===== src/rtl/conv_bias_stream_gen_pkg.sv =====
// Shared types and defaults for the Conv-engine bias stream generator.
// Mode encodings, FSM states, and the raw-mode decoder live here.
package conv_bias_stream_gen_pkg;

    localparam int BM_DATA_WIDTH = 512;
    localparam int BM_DEPTH      = 4096;
    localparam int M_DEFAULT     = 64;

    typedef enum logic [1:0] {
        BIAS_MODE_CH    = 2'd0,
        BIAS_MODE_BCAST = 2'd1,
        BIAS_MODE_ZERO  = 2'd2,
        BIAS_MODE_RSVD  = 2'd3
    } bias_mode_e;

    typedef enum logic [1:0] {
        ST_IDLE  = 2'd0,
        ST_RUN   = 2'd1,
        ST_DRAIN = 2'd2,
        ST_DONE  = 2'd3
    } gen_state_e;

    // The reserved encoding behaves exactly like zero-bias mode.
    function automatic bias_mode_e decode_mode(input logic [1:0] mode_raw);
        bias_mode_e m;
        case (mode_raw)
            2'd0:    m = BIAS_MODE_CH;
            2'd1:    m = BIAS_MODE_BCAST;
            default: m = BIAS_MODE_ZERO;
        endcase
        return m;
    endfunction

endpackage


===== src/rtl/conv_bias_stream_gen_word_fifo.sv =====
// First-word-fall-through buffer holding whole BM words awaiting unpack.
// srst empties the buffer synchronously; pushes into a full buffer are ignored.
module conv_bias_word_fifo #(
    parameter int DW    = 512,
    parameter int DEPTH = 4,
    localparam int CW   = $clog2(DEPTH + 1),
    localparam int PW   = (DEPTH > 1) ? $clog2(DEPTH) : 1
) (
    input  logic          clk,
    input  logic          rst_n,
    input  logic          srst,
    input  logic          push,
    input  logic [DW-1:0] din,
    input  logic          pop,
    output logic [DW-1:0] dout,
    output logic [CW-1:0] count,
    output logic          empty,
    output logic          full
);

    logic [DW-1:0] mem_r [DEPTH];
    logic [PW-1:0] wr_ptr_r;
    logic [PW-1:0] rd_ptr_r;
    logic [CW-1:0] count_r;
    logic          do_push_s;
    logic          do_pop_s;

    function automatic logic [PW-1:0] ptr_inc(input logic [PW-1:0] p);
        if (p == PW'(DEPTH - 1)) begin
            return '0;
        end else begin
            return p + PW'(1);
        end
    endfunction

    assign empty     = (count_r == '0);
    assign full      = (count_r == CW'(DEPTH));
    assign do_push_s = push && !full;
    assign do_pop_s  = pop && !empty;
    assign dout      = mem_r[rd_ptr_r];
    assign count     = count_r;

    // Pointer and occupancy tracking.
    always_ff @(posedge clk or negedge rst_n) begin
        if (!rst_n) begin
            wr_ptr_r <= '0;
            rd_ptr_r <= '0;
            count_r  <= '0;
        end else if (srst) begin
            wr_ptr_r <= '0;
            rd_ptr_r <= '0;
            count_r  <= '0;
        end else begin
            if (do_push_s) begin
                wr_ptr_r <= ptr_inc(wr_ptr_r);
            end
            if (do_pop_s) begin
                rd_ptr_r <= ptr_inc(rd_ptr_r);
            end
            case ({do_push_s, do_pop_s})
                2'b10:   count_r <= count_r + CW'(1);
                2'b01:   count_r <= count_r - CW'(1);
                default: count_r <= count_r;
            endcase
        end
    end

    // Word storage; contents are don't-care until written.
    always_ff @(posedge clk) begin
        if (do_push_s) begin
            mem_r[wr_ptr_r] <= din;
        end
    end

endmodule


===== src/rtl/conv_bias_stream_gen.sv =====
// Bias feeder: reads bias words from BM, unpacks lanes into the Bias FIFO,
// repeating the sequence per X round; supports broadcast and zero-bias modes.
module conv_bias_stream_gen
    import conv_bias_stream_gen_pkg::*;
#(
    parameter int BM_DW    = BM_DATA_WIDTH,
    parameter int BM_AW    = $clog2(BM_DEPTH),
    parameter int BIAS_W   = 64,
    parameter int M        = M_DEFAULT,
    parameter int RD_LAT   = 2,
    parameter int WF_DEPTH = 4
) (
    input  logic              clk,
    input  logic              rst_n,
    input  logic              start_pulse,
    input  logic              abort,
    input  logic [1:0]        mode,
    input  logic [BM_AW-1:0]  B_addr,
    input  logic [15:0]       n_X_rnd_minus_1,
    input  logic [15:0]       n_W_rnd_minus_1,
    output logic              busy,
    output logic              done,
    output logic              bm_rd_en,
    output logic [BM_AW-1:0]  bm_rd_addr,
    input  logic [BM_DW-1:0]  bm_dout,
    input  logic              bm_dout_vld,
    output logic              fifo_wr_en,
    output logic [BIAS_W-1:0] fifo_din,
    input  logic              fifo_prog_full
);

    localparam int N      = BM_DW / BIAS_W;
    localparam int LANE_W = (N > 1) ? $clog2(N) : 1;
    localparam int CW     = $clog2(WF_DEPTH + 1);
    localparam int IW     = CW + 1;

    if (M % N != 0) begin : g_bad_m
        $error("conv_bias_stream_gen: M must be a multiple of BM_DW/BIAS_W");
    end
    if (WF_DEPTH < RD_LAT + 2) begin : g_bad_depth
        $error("conv_bias_stream_gen: WF_DEPTH must be at least RD_LAT+2");
    end

    gen_state_e        state_r;
    gen_state_e        state_next;
    bias_mode_e        mode_r;
    logic [BM_AW-1:0]  base_addr_r;
    logic [BM_AW-1:0]  addr_r;
    logic [15:0]       nx_r;
    logic [15:0]       x_cnt_r;
    logic [31:0]       w_cnt_r;
    logic [31:0]       wpr_r;
    logic [31:0]       total_r;
    logic [31:0]       wr_cnt_r;
    logic [LANE_W-1:0] lane_r;
    logic [IW-1:0]     inflight_r;
    logic [IW-1:0]     drop_r;
    logic [BIAS_W-1:0] bcast_r;
    logic              bcast_vld_r;

    logic              busy_r;
    logic              done_r;
    logic              bm_rd_en_r;
    logic [BM_AW-1:0]  bm_rd_addr_r;
    logic              fifo_wr_en_r;
    logic [BIAS_W-1:0] fifo_din_r;

    logic              start_s;
    logic              active_s;
    logic              credit_ok_s;
    logic              issue_s;
    logic              round_end_s;
    logic              last_word_s;
    logic              rd_data_ok_s;
    logic              data_drop_s;
    logic              push_s;
    logic              pop_s;
    logic              emit_ok_s;
    logic              emit_s;
    logic              last_emit_s;
    logic [BIAS_W-1:0] emit_data_s;
    logic [IW-1:0]     inflight_upd_s;

    logic [BM_DW-1:0]  wf_dout;
    logic [CW-1:0]     wf_count;
    logic              wf_empty;
    logic              wf_full;

    assign start_s     = (state_r == ST_IDLE) && start_pulse && !abort;
    assign active_s    = (state_r == ST_RUN) || (state_r == ST_DRAIN);
    // Buffered plus outstanding words must never exceed the buffer, so no return can be lost.
    assign credit_ok_s = (IW'(wf_count) + inflight_r) < IW'(WF_DEPTH);
    assign issue_s     = (state_r == ST_RUN) && !abort && (mode_r != BIAS_MODE_ZERO) && credit_ok_s;
    assign round_end_s = (w_cnt_r == wpr_r - 32'd1);
    assign last_word_s = (mode_r == BIAS_MODE_BCAST) || ((x_cnt_r == nx_r) && round_end_s);

    // Returns belonging to an aborted operation are discarded in order.
    assign data_drop_s  = bm_dout_vld && (drop_r != '0);
    assign rd_data_ok_s = bm_dout_vld && (drop_r == '0) && active_s;
    assign push_s       = rd_data_ok_s && (mode_r == BIAS_MODE_CH) && !wf_full;

    assign emit_s      = emit_ok_s && active_s && !fifo_prog_full && !abort;
    assign pop_s       = emit_s && (mode_r == BIAS_MODE_CH) && (lane_r == LANE_W'(N - 1));
    assign last_emit_s = emit_s && (wr_cnt_r == total_r - 32'd1);

    assign inflight_upd_s = inflight_r + IW'(issue_s) - IW'(rd_data_ok_s);

    conv_bias_word_fifo #(
        .DW    (BM_DW),
        .DEPTH (WF_DEPTH)
    ) u_word_fifo (
        .clk   (clk),
        .rst_n (rst_n),
        .srst  (abort),
        .push  (push_s),
        .din   (bm_dout),
        .pop   (pop_s),
        .dout  (wf_dout),
        .count (wf_count),
        .empty (wf_empty),
        .full  (wf_full)
    );

    // Source selection for the next bias value.
    always_comb begin
        emit_ok_s   = 1'b0;
        emit_data_s = '0;
        case (mode_r)
            BIAS_MODE_CH: begin
                emit_ok_s   = !wf_empty;
                emit_data_s = wf_dout[lane_r * BIAS_W +: BIAS_W];
            end
            BIAS_MODE_BCAST: begin
                emit_ok_s   = bcast_vld_r;
                emit_data_s = bcast_r;
            end
            default: begin
                emit_ok_s   = 1'b1;
                emit_data_s = '0;
            end
        endcase
    end

    // Next-state logic; abort overrides everything, including a coincident start.
    always_comb begin
        state_next = state_r;
        case (state_r)
            ST_IDLE: begin
                if (start_s) begin
                    state_next = ST_RUN;
                end else begin
                    state_next = ST_IDLE;
                end
            end
            ST_RUN: begin
                if (abort) begin
                    state_next = ST_IDLE;
                end else if (last_emit_s) begin
                    state_next = ST_DONE;
                end else if (issue_s && last_word_s) begin
                    state_next = ST_DRAIN;
                end else begin
                    state_next = ST_RUN;
                end
            end
            ST_DRAIN: begin
                if (abort) begin
                    state_next = ST_IDLE;
                end else if (last_emit_s) begin
                    state_next = ST_DONE;
                end else begin
                    state_next = ST_DRAIN;
                end
            end
            ST_DONE: state_next = ST_IDLE;
            default: state_next = ST_IDLE;
        endcase
    end

    // State register.
    always_ff @(posedge clk or negedge rst_n) begin
        if (!rst_n) begin
            state_r <= ST_IDLE;
        end else begin
            state_r <= state_next;
        end
    end

    // Instruction latch, address/round counters, lane index and write count.
    always_ff @(posedge clk or negedge rst_n) begin
        if (!rst_n) begin
            mode_r      <= BIAS_MODE_CH;
            base_addr_r <= '0;
            addr_r      <= '0;
            nx_r        <= 16'd0;
            x_cnt_r     <= 16'd0;
            w_cnt_r     <= 32'd0;
            wpr_r       <= 32'd0;
            total_r     <= 32'd0;
            wr_cnt_r    <= 32'd0;
            lane_r      <= '0;
            bcast_r     <= '0;
            bcast_vld_r <= 1'b0;
        end else if (start_s) begin
            mode_r      <= decode_mode(mode);
            base_addr_r <= B_addr;
            addr_r      <= B_addr;
            nx_r        <= n_X_rnd_minus_1;
            x_cnt_r     <= 16'd0;
            w_cnt_r     <= 32'd0;
            wpr_r       <= (32'(n_W_rnd_minus_1) + 32'd1) * 32'(M / N);
            total_r     <= (32'(n_X_rnd_minus_1) + 32'd1) * (32'(n_W_rnd_minus_1) + 32'd1) * 32'(M);
            wr_cnt_r    <= 32'd0;
            lane_r      <= '0;
            bcast_vld_r <= 1'b0;
        end else if (abort) begin
            lane_r      <= '0;
            bcast_vld_r <= 1'b0;
        end else begin
            if (issue_s && (mode_r == BIAS_MODE_CH)) begin
                if (round_end_s) begin
                    w_cnt_r <= 32'd0;
                    addr_r  <= base_addr_r;
                    x_cnt_r <= x_cnt_r + 16'd1;
                end else begin
                    w_cnt_r <= w_cnt_r + 32'd1;
                    addr_r  <= addr_r + BM_AW'(1);
                end
            end
            if (rd_data_ok_s && (mode_r == BIAS_MODE_BCAST)) begin
                bcast_r     <= bm_dout[BIAS_W-1:0];
                bcast_vld_r <= 1'b1;
            end
            if (emit_s) begin
                wr_cnt_r <= wr_cnt_r + 32'd1;
                lane_r   <= pop_s ? '0 : lane_r + LANE_W'(1);
            end
        end
    end

    // Outstanding-read credit; on abort the in-flight reads become reads to discard.
    always_ff @(posedge clk or negedge rst_n) begin
        if (!rst_n) begin
            inflight_r <= '0;
            drop_r     <= '0;
        end else if (abort) begin
            inflight_r <= '0;
            drop_r     <= drop_r - IW'(data_drop_s) + inflight_upd_s;
        end else begin
            inflight_r <= inflight_upd_s;
            drop_r     <= drop_r - IW'(data_drop_s);
        end
    end

    // Registered outputs.
    always_ff @(posedge clk or negedge rst_n) begin
        if (!rst_n) begin
            busy_r       <= 1'b0;
            done_r       <= 1'b0;
            bm_rd_en_r   <= 1'b0;
            bm_rd_addr_r <= '0;
            fifo_wr_en_r <= 1'b0;
            fifo_din_r   <= '0;
        end else begin
            busy_r       <= (state_next != ST_IDLE);
            done_r       <= (state_r == ST_DONE) && !abort;
            bm_rd_en_r   <= issue_s;
            fifo_wr_en_r <= emit_s;
            if (issue_s) begin
                bm_rd_addr_r <= addr_r;
            end
            if (emit_s) begin
                fifo_din_r <= emit_data_s;
            end
        end
    end

    assign busy       = busy_r;
    assign done       = done_r;
    assign bm_rd_en   = bm_rd_en_r;
    assign bm_rd_addr = bm_rd_addr_r;
    assign fifo_wr_en = fifo_wr_en_r;
    assign fifo_din   = fifo_din_r;

endmodule

===== config.mk =====
export PLATFORM = sky130hd
export DESIGN_NAME = conv_bias_stream_gen
export DESIGN_NICKNAME = d
export VERILOG_FILES = /design/src/rtl/conv_bias_stream_gen_pkg.sv /design/src/rtl/conv_bias_stream_gen_word_fifo.sv /design/src/rtl/conv_bias_stream_gen.sv
export SDC_FILE = /design/constraint.sdc
export NUM_CORES = 2
export LEC_CHECK = 0
export BUFFER_PORTS_ARGS = -buffer_cell sky130_fd_sc_hd__buf_2
export CORE_MARGIN = 3
export CORE_UTILIZATION = 50
export DETAILED_ROUTE_END_ITERATION = 8
export HOLD_SLACK_MARGIN = 0.08
export PLACE_DENSITY = 0.76
export SYNTH_ARGS = -nofsm -noshare
export SYNTH_HDL_FRONTEND = slang
export SYNTH_SLANG_ARGS = --single-unit
export TNS_END_PERCENT = 10

===== constraint.sdc =====
create_clock -name clk -period 14.39 [get_ports clk]
set_clock_uncertainty 0.05 [all_clocks]
set_input_delay 2.1585 -clock clk [delete_from_list [all_inputs] [get_ports clk]]
set_output_delay 2.1585 -clock clk [all_outputs]
set_load 0.01 [all_outputs]

* Word-level counts from Yosys, hierarchy flattened
Memories as Yosys holds them, arrays and structs flattened.
Cells that the tools add are included.
** Word-level totals
- Register bits after elaboration :: 342
- Latch bits :: 0
- Memory bits (writable) :: 2048
- Memory bits (read-only) :: 0
- Input bits :: 564
- Output and inout bits :: 80
- Memories kept :: 1
** Memory list
- u_word_fifo.mem_r :: words 4, bits a word 512, read ports 1, clocked after Yosys merged registers in 0, wr ports 1, RTL line conv_bias_stream_gen_word_fifo.sv:21 : logic [DW-1:0] mem_r [DEPTH];
** Operators by class
- Add/subtract/negate cells :: 18
- $mul :: 1
- Div/mod/pow operators :: 0
- Magnitude comparators :: 1
- Equality and inequality tests :: 16
- Shift-type cells :: 1
- Muxes and demuxes :: 44
- Bitwise gates (word level) :: 2
- Reduce and logical (&&, ||, !) cells :: 48
** Operators with widths (number)
- 512-bit by 10-bit variable part select with 64-bit output :: 1
- 32-bit 2-to-1 mux :: 7
- 64-bit case mux with 2 select lines :: 1
- 32-bit by 1-bit adder with 32-bit output, second input constant :: 2
- 32-bit equality test :: 2
- 16-bit 2-to-1 mux :: 4
- 32-bit by 1-bit subtractor with 32-bit output, second input constant :: 2
- 12-bit 2-to-1 mux :: 4
- 16-bit by 1-bit adder with 17-bit output, second input constant :: 2
- 17-bit by 17-bit multiplier with 26-bit output :: 1
- 1-bit logical AND :: 23
- 2-bit 2-to-1 mux :: 10
- 16-bit by 1-bit adder with 16-bit output, second input constant :: 1
- 16-bit equality test :: 1
- 3-bit 2-to-1 mux :: 5
- 12-bit by 1-bit adder with 12-bit output, second input constant :: 1
- 2-bit nonzero test :: 6
- 2-bit equality test, second input constant :: 5
- 3-bit nonzero test :: 3
- 2-bit by 1-bit equality test with 1-bit output, second input constant :: 4
- 4-bit 2-to-1 mux :: 2
- 2-bit case mux with 4 select lines :: 1
- 4-bit by 1-bit subtractor with 4-bit output :: 2
- 1-bit 2-to-1 mux :: 7
- 22 further kinds :: 34

* Longest topological paths before layout
- Depth after elaboration :: 12
- Mapped depth :: 27

* Cells and area by module
Synthesis repeated with hierarchy kept, for this count alone.
** Unflattened totals
- Cells, all modules :: 5723
- Area total of the unflattened synthesis :: 102732.3 sq um
** By module, submodules not included
- conv_bias_word_fifo :: times used 1, cells an instance 2740, area an instance 74487.7 sq um, seq. area each 61674.2 sq um
- conv_bias_stream_gen :: times used 1, cells an instance 2983, area an instance 28244.6 sq um, seq. area each 8082.8 sq um

* Least setup slack after synthesis
Ideal clock, no wire load.
- Path kind :: input to register
- Start :: input port bm_dout_vld
- End :: memory u_word_fifo.mem_r[1][0] (enable)
- Library setup time :: 0.943 ns
- Arrival :: 15.013 ns
- Slack :: -1.617 ns
- Cell stages on the path :: 3
- Buffers on the path :: 0
- Cells stage by stage :: nand3_1 a2111oi_1 and2_1
** Between the ends
- Cells in the longest elaborated chain, start to end :: 7
** Ends and longest elaborated chain
- from (decl) :: RTL line conv_bias_stream_gen.sv:26 : input logic bm_dout_vld,
- 1-bit logical AND (2 in series) :: RTL line conv_bias_stream_gen.sv:99 : assign rd_data_ok_s = bm_dout_vld && (drop_r == '0) && active_s;
- 1-bit logical AND (2 in series) :: RTL line conv_bias_stream_gen.sv:100 : assign push_s = rd_data_ok_s && (mode_r == BIAS_MODE_CH) && !wf_full;
- 1-bit logical AND :: RTL line conv_bias_stream_gen_word_fifo.sv:38 : assign do_push_s = push && !full;
- 1-bit 2-to-1 mux :: RTL line conv_bias_stream_gen_word_fifo.sv:70 : if (do_push_s) begin
- 1-bit 2-to-1 mux (not written as such) :: RTL line conv_bias_stream_gen_word_fifo.sv:71 : mem_r[wr_ptr_r] <= din;
- to (decl) :: RTL line conv_bias_stream_gen_word_fifo.sv:21
No other way between the ends.

* Worst setup path in the final report
- Start :: input port n_X_rnd_minus_1[0]
- End :: register total_r[31]
** Between the ends
- Cells in the longest elaborated chain, start to end :: 2
** Ends and longest elaborated chain
- from (decl) :: RTL line conv_bias_stream_gen.sv:19 : input logic [15:0] n_X_rnd_minus_1,
- 16-bit by 1-bit adder with 17-bit output :: RTL line conv_bias_stream_gen.sv:212 : total_r <= (32'(n_X_rnd_minus_1) + 32'd1) * (32'(n_W_rnd_minus_1) + 32'd1) * 32'(M);
- 17-bit by 17-bit multiplier with 26-bit output :: RTL line conv_bias_stream_gen.sv:212
- to (signal assigned) :: RTL line conv_bias_stream_gen.sv:212
- to (decl) :: RTL line conv_bias_stream_gen.sv:53 : logic [31:0] total_r;
No other way between the ends.
A chain may end at the register's enable or synchronous reset.

==> results.txt <==
- Via-to-Cell Ratio: 5.89
* Number of flops mapped to enable cells by yosys: 2048
* Max rail drop VDD: 0.249 mV
* Growth of design area from synthesis to finish: 14.7%
- The worst hold path belongs to the class reg2reg.
* CTS Buffer Depth: 3
- The clock reaches the later pin of the worst-skew pair after 0.86 ns.
* Summed area of non-filler cells in the final layout: 117000 um^2
- Tcrit/Tclk final: 67.2%
* Most used standard cell by instance count after synthesis: sky130_fd_sc_hd__edfxtp_1
* Cts bufs inserted: 234
- Number of buffers inserted to repair setup after CTS: 0
- Hold slack: 0.420 ns
- Synthesis-stage register bit count: 2378
- Die Footprint: 210000 um^2
- The number of nets handed over by synthesis was 6571.
- Largest net degree at the start of global routing: 160
- The synthesized netlist devotes 4.81% of its cell area to simple gates.
- After clock tree synthesis, the clock-pin slew on the worst setup and hold paths is 0.05 ns.
* Max Clock Freq: 103 MHz
- The total count of hold-check failures in the final report came to 0.
* Count of unique library cells instantiated by Yosys: 71
- Measured along the y axis, the die boundary spans 458 um.
- Clock tree from TritonCTS: done
- In the synthesized netlist the async set-or-reset flop fraction comes to 13.9%.
- Initial antenna violation count: 202
- CTS Hold Buffers Added: 0
- Cell type with the largest total area after synthesis: sky130_fd_sc_hd__edfxtp_1
- Once the floorplan was initialized, standard cells occupied 50.4% of the core.
- The multi-input combinational cells in the finished layout cover a total of 30300 um^2.
- Run status: finished clean
- Post-detail-place hpwl: 157 mm
* Post-Syn Area: 102000 um^2
- Actual transition at the worst max-transition pin: 1.37 ns
- Kind of launch point of the worst setup path: input port
- Once detail routing completed, the nets flagged for antenna violations numbered 0.
- The tree is rooted in a sky130_fd_sc_hd__clkbuf_16.
- Number of gates resized after CTS: 0
* DRC violation count after routing: 0
- Static leakage power: 40.7 nW
- RSZ-0062 raised after global routing: no
* Data arrival, critical path: 10.22 ns
- Across the run, the number of max-cap violations was 0.
- For this design the ratio of total power to cell area is 151 nW/um^2.
- Boundary pin count: 644
* Global-route wire length before repair: 376 mm
- Syn. warnings: 0
- Input and output buffers added on the ports amount to 643.
- Dominant register cell in the synthesized netlist: sky130_fd_sc_hd__edfxtp_1
- H-tree lvl count: 4
- Fraction of the mapped netlist area in adder cells: 5.20%
* Net count, final: 7269
- Synthesized area per cell: 17.9 um^2
- Worst setup EP type: register
- After the first detailed-routing iteration, the DRC count stood at 5785.
* Data required time at the worst endpoint: 14.94 ns
- The setup path with the least slack is of type in2reg.
* WL final: 251 mm
- Global route overflow: 0
* Register Area: 69800 um^2
- Summed over all failing endpoints, the final setup total negative slack is 0 ns.
* Length of the first detailed-routing pass in iterations: 6
- Xor/xnor cell area share of the yosys netlist: 1.66%
* Time the final worst path needs with I/O delays and setup: 9.67 ns
- By area, the combinational part of the netlist is dominated by multiplexers.
- Detailed routing inserted a total of 55457 vias.
* Cells after synthesis: 5703
- Setup violations remaining at the end of the flow were counted as 0.
- In the synthesized netlist, mux cells make up 15.6% of the area.
- The clock drives 2378 sinks.
* Share of Yosys cell area claimed by the top area cell type: 60.2%
- The layout has 14594 filler cells.
* Number of placement rows: 165
- Global routing used 24.0% of the available tracks.
- Measured against its own limit, the worst slew margin works out to 8.23%.
* Wire length per cell after detailed routing: 26.7 um
- Fin util: 57.8%
- Top cells by area, synth: sky130_fd_sc_hd__edfxtp_1, sky130_fd_sc_hd__mux4_2, sky130_fd_sc_hd__dfrtp_1
- The number of slew-limit violations in the final report was 0.
* Area fraction in compound gates after synthesis: 2.27%
- Sequential cells were found to cover 68.3% of the synthesized design area.
- Chip Width: 458 um
- Summing internal, switching and leakage power gives 17.7 mW.
* Vias in the first global route: 57760
- Routability-driven placement finished with a final weighted congestion of 0.879.
- Fraction of final layout cells sized beyond drive strength 1: 27.8%
- Cell area after placement: 109000 um^2
- Ranked by instance count, the synthesized netlist is headed by sky130_fd_sc_hd__edfxtp_1, sky130_fd_sc_hd__mux4_2, sky130_fd_sc_hd__nand2_1, sky130_fd_sc_hd__dfrtp_1, sky130_fd_sc_hd__nor2_1.
- Maximum fanout encountered on the critical timing path: 22
* Core area: 203000 um^2
==> flip-flops by register name (all words and copies together), names as in the netlist, 2 cells and up <==
name,count
u_word_fifo.mem_r,2048
bcast_r,64
bm_rd_addr,12
state_r,2
total_r,26
w_cnt_r,32
u_word_fifo.wr_ptr_r,2
u_word_fifo.count,3
drop_r,4
addr_r,12
inflight_r,4
wr_cnt_r,32
fifo_din,64
x_cnt_r,16
mode_r,2
wpr_r,17
base_addr_r,12
nx_r,16
u_word_fifo.rd_ptr_r,2
lane_r,3
==> final cells by class <==
type                       count  share of cell area [%]
tap                         2672                    2.86
sequential                  2378                    59.6
clock inverter               127                    1.39
timing repair buffer         717                    3.38
inverter                     310                   0.994
antenna                      130                   0.278
clock buffer                 317                    5.60
multi-input combinational   2760                    25.9
==> power breakdown <==
group,switching (mW),internal [mW],leakage (nW)
sequential,0.174,7.66,22.8
clock,2.66,3.71,3.99
combinational,2.07,1.39,13.9
total,4.91,12.8,40.7
==> cells in the final DEF, fill, tap and decap left out, drive strengths merged, types with 84 or more instances in the layout <==
cell    instances
dfrtp         330
clkbuf        317
xnor2         112
clkinv         84
o21ai         184
ha            103
fa            201
diode         130
nand2         416
edfxtp       2048
buf           717
nor2          312
inv           316
mux4          640
a21oi         107
==> final timing paths <==
check	slack (ns)	start	endpoint	depth (start not counted)
min reg2reg	0.42	bm_rd_addr[11]	bm_rd_addr[11]	2
min	0.42	bm_rd_addr[11]	bm_rd_addr[11]	2
max in group asynchronous	9.83	rst_n	fifo_din[19]	4
min in group asynchronous	1.25	rst_n	addr_r[8]	1
max	4.72	n_X_rnd_minus_1[0]	total_r[31]	25
max reg2reg	9.03	u_word_fifo.rd_ptr_r[1]	fifo_din[43]	9
==> routing by layer <==
metal | up-vias | global-route usage (%) | routed length, um
met3 | 598 | 5.63 | 18400
met5 | - | 0 | 372
met2 | 2337 | 38.8 | 125000
li1 | 23570 | - | -
met4 | 56 | 12.2 | 12400
met1 | 28896 | 30.7 | 94700
==> cell families after synthesis <==
logic type               Yosys count
adder cells (fa/ha/maj)          304
multiplexers                     787
AO/OA/AOI/OAI                    400
buffers and inverters            565
XOR/XNOR                         190
AND/OR/NAND/NOR                 1079
flip-flops                      2378
==> per-stage QoR <==
stage / setup WS, ns / cells
floorplan: -1.62 / 5703
global placement: 4.14 / 8837
detailed placement: 4.02 / 8837
CTS: 4.82 / 9281
global route: 4.35 / 9375
finish: 4.72 / 9411
==> critical path, stage by stage <==
cell                        delay (ns)
sky130_fd_sc_hd__buf_2            0.44
sky130_fd_sc_hd__ha_1             0.39
sky130_fd_sc_hd__and4_1           0.33
sky130_fd_sc_hd__nand3_1          0.16
sky130_fd_sc_hd__xnor2_1          0.71
sky130_fd_sc_hd__nand2_1          0.17
sky130_fd_sc_hd__fa_1             0.54
sky130_fd_sc_hd__fa_1             0.61
sky130_fd_sc_hd__fa_1             0.46
sky130_fd_sc_hd__fa_1             0.55
sky130_fd_sc_hd__inv_1            0.05
sky130_fd_sc_hd__fa_1             0.47
sky130_fd_sc_hd__inv_1            0.05
sky130_fd_sc_hd__fa_1             0.48
sky130_fd_sc_hd__inv_1            0.05
sky130_fd_sc_hd__ha_1             0.34
sky130_fd_sc_hd__a21oi_1          0.17
sky130_fd_sc_hd__o21ai_0          0.17
sky130_fd_sc_hd__a221oi_1         0.40
sky130_fd_sc_hd__a21oi_1          0.14
sky130_fd_sc_hd__a2111oi_0        0.78
sky130_fd_sc_hd__o21bai_1         0.14
sky130_fd_sc_hd__a21oi_1          0.20
sky130_fd_sc_hd__xnor2_1          0.13
sky130_fd_sc_hd__o21ai_0          0.09
No activity file was read; power rests on OpenSTA's default activity.
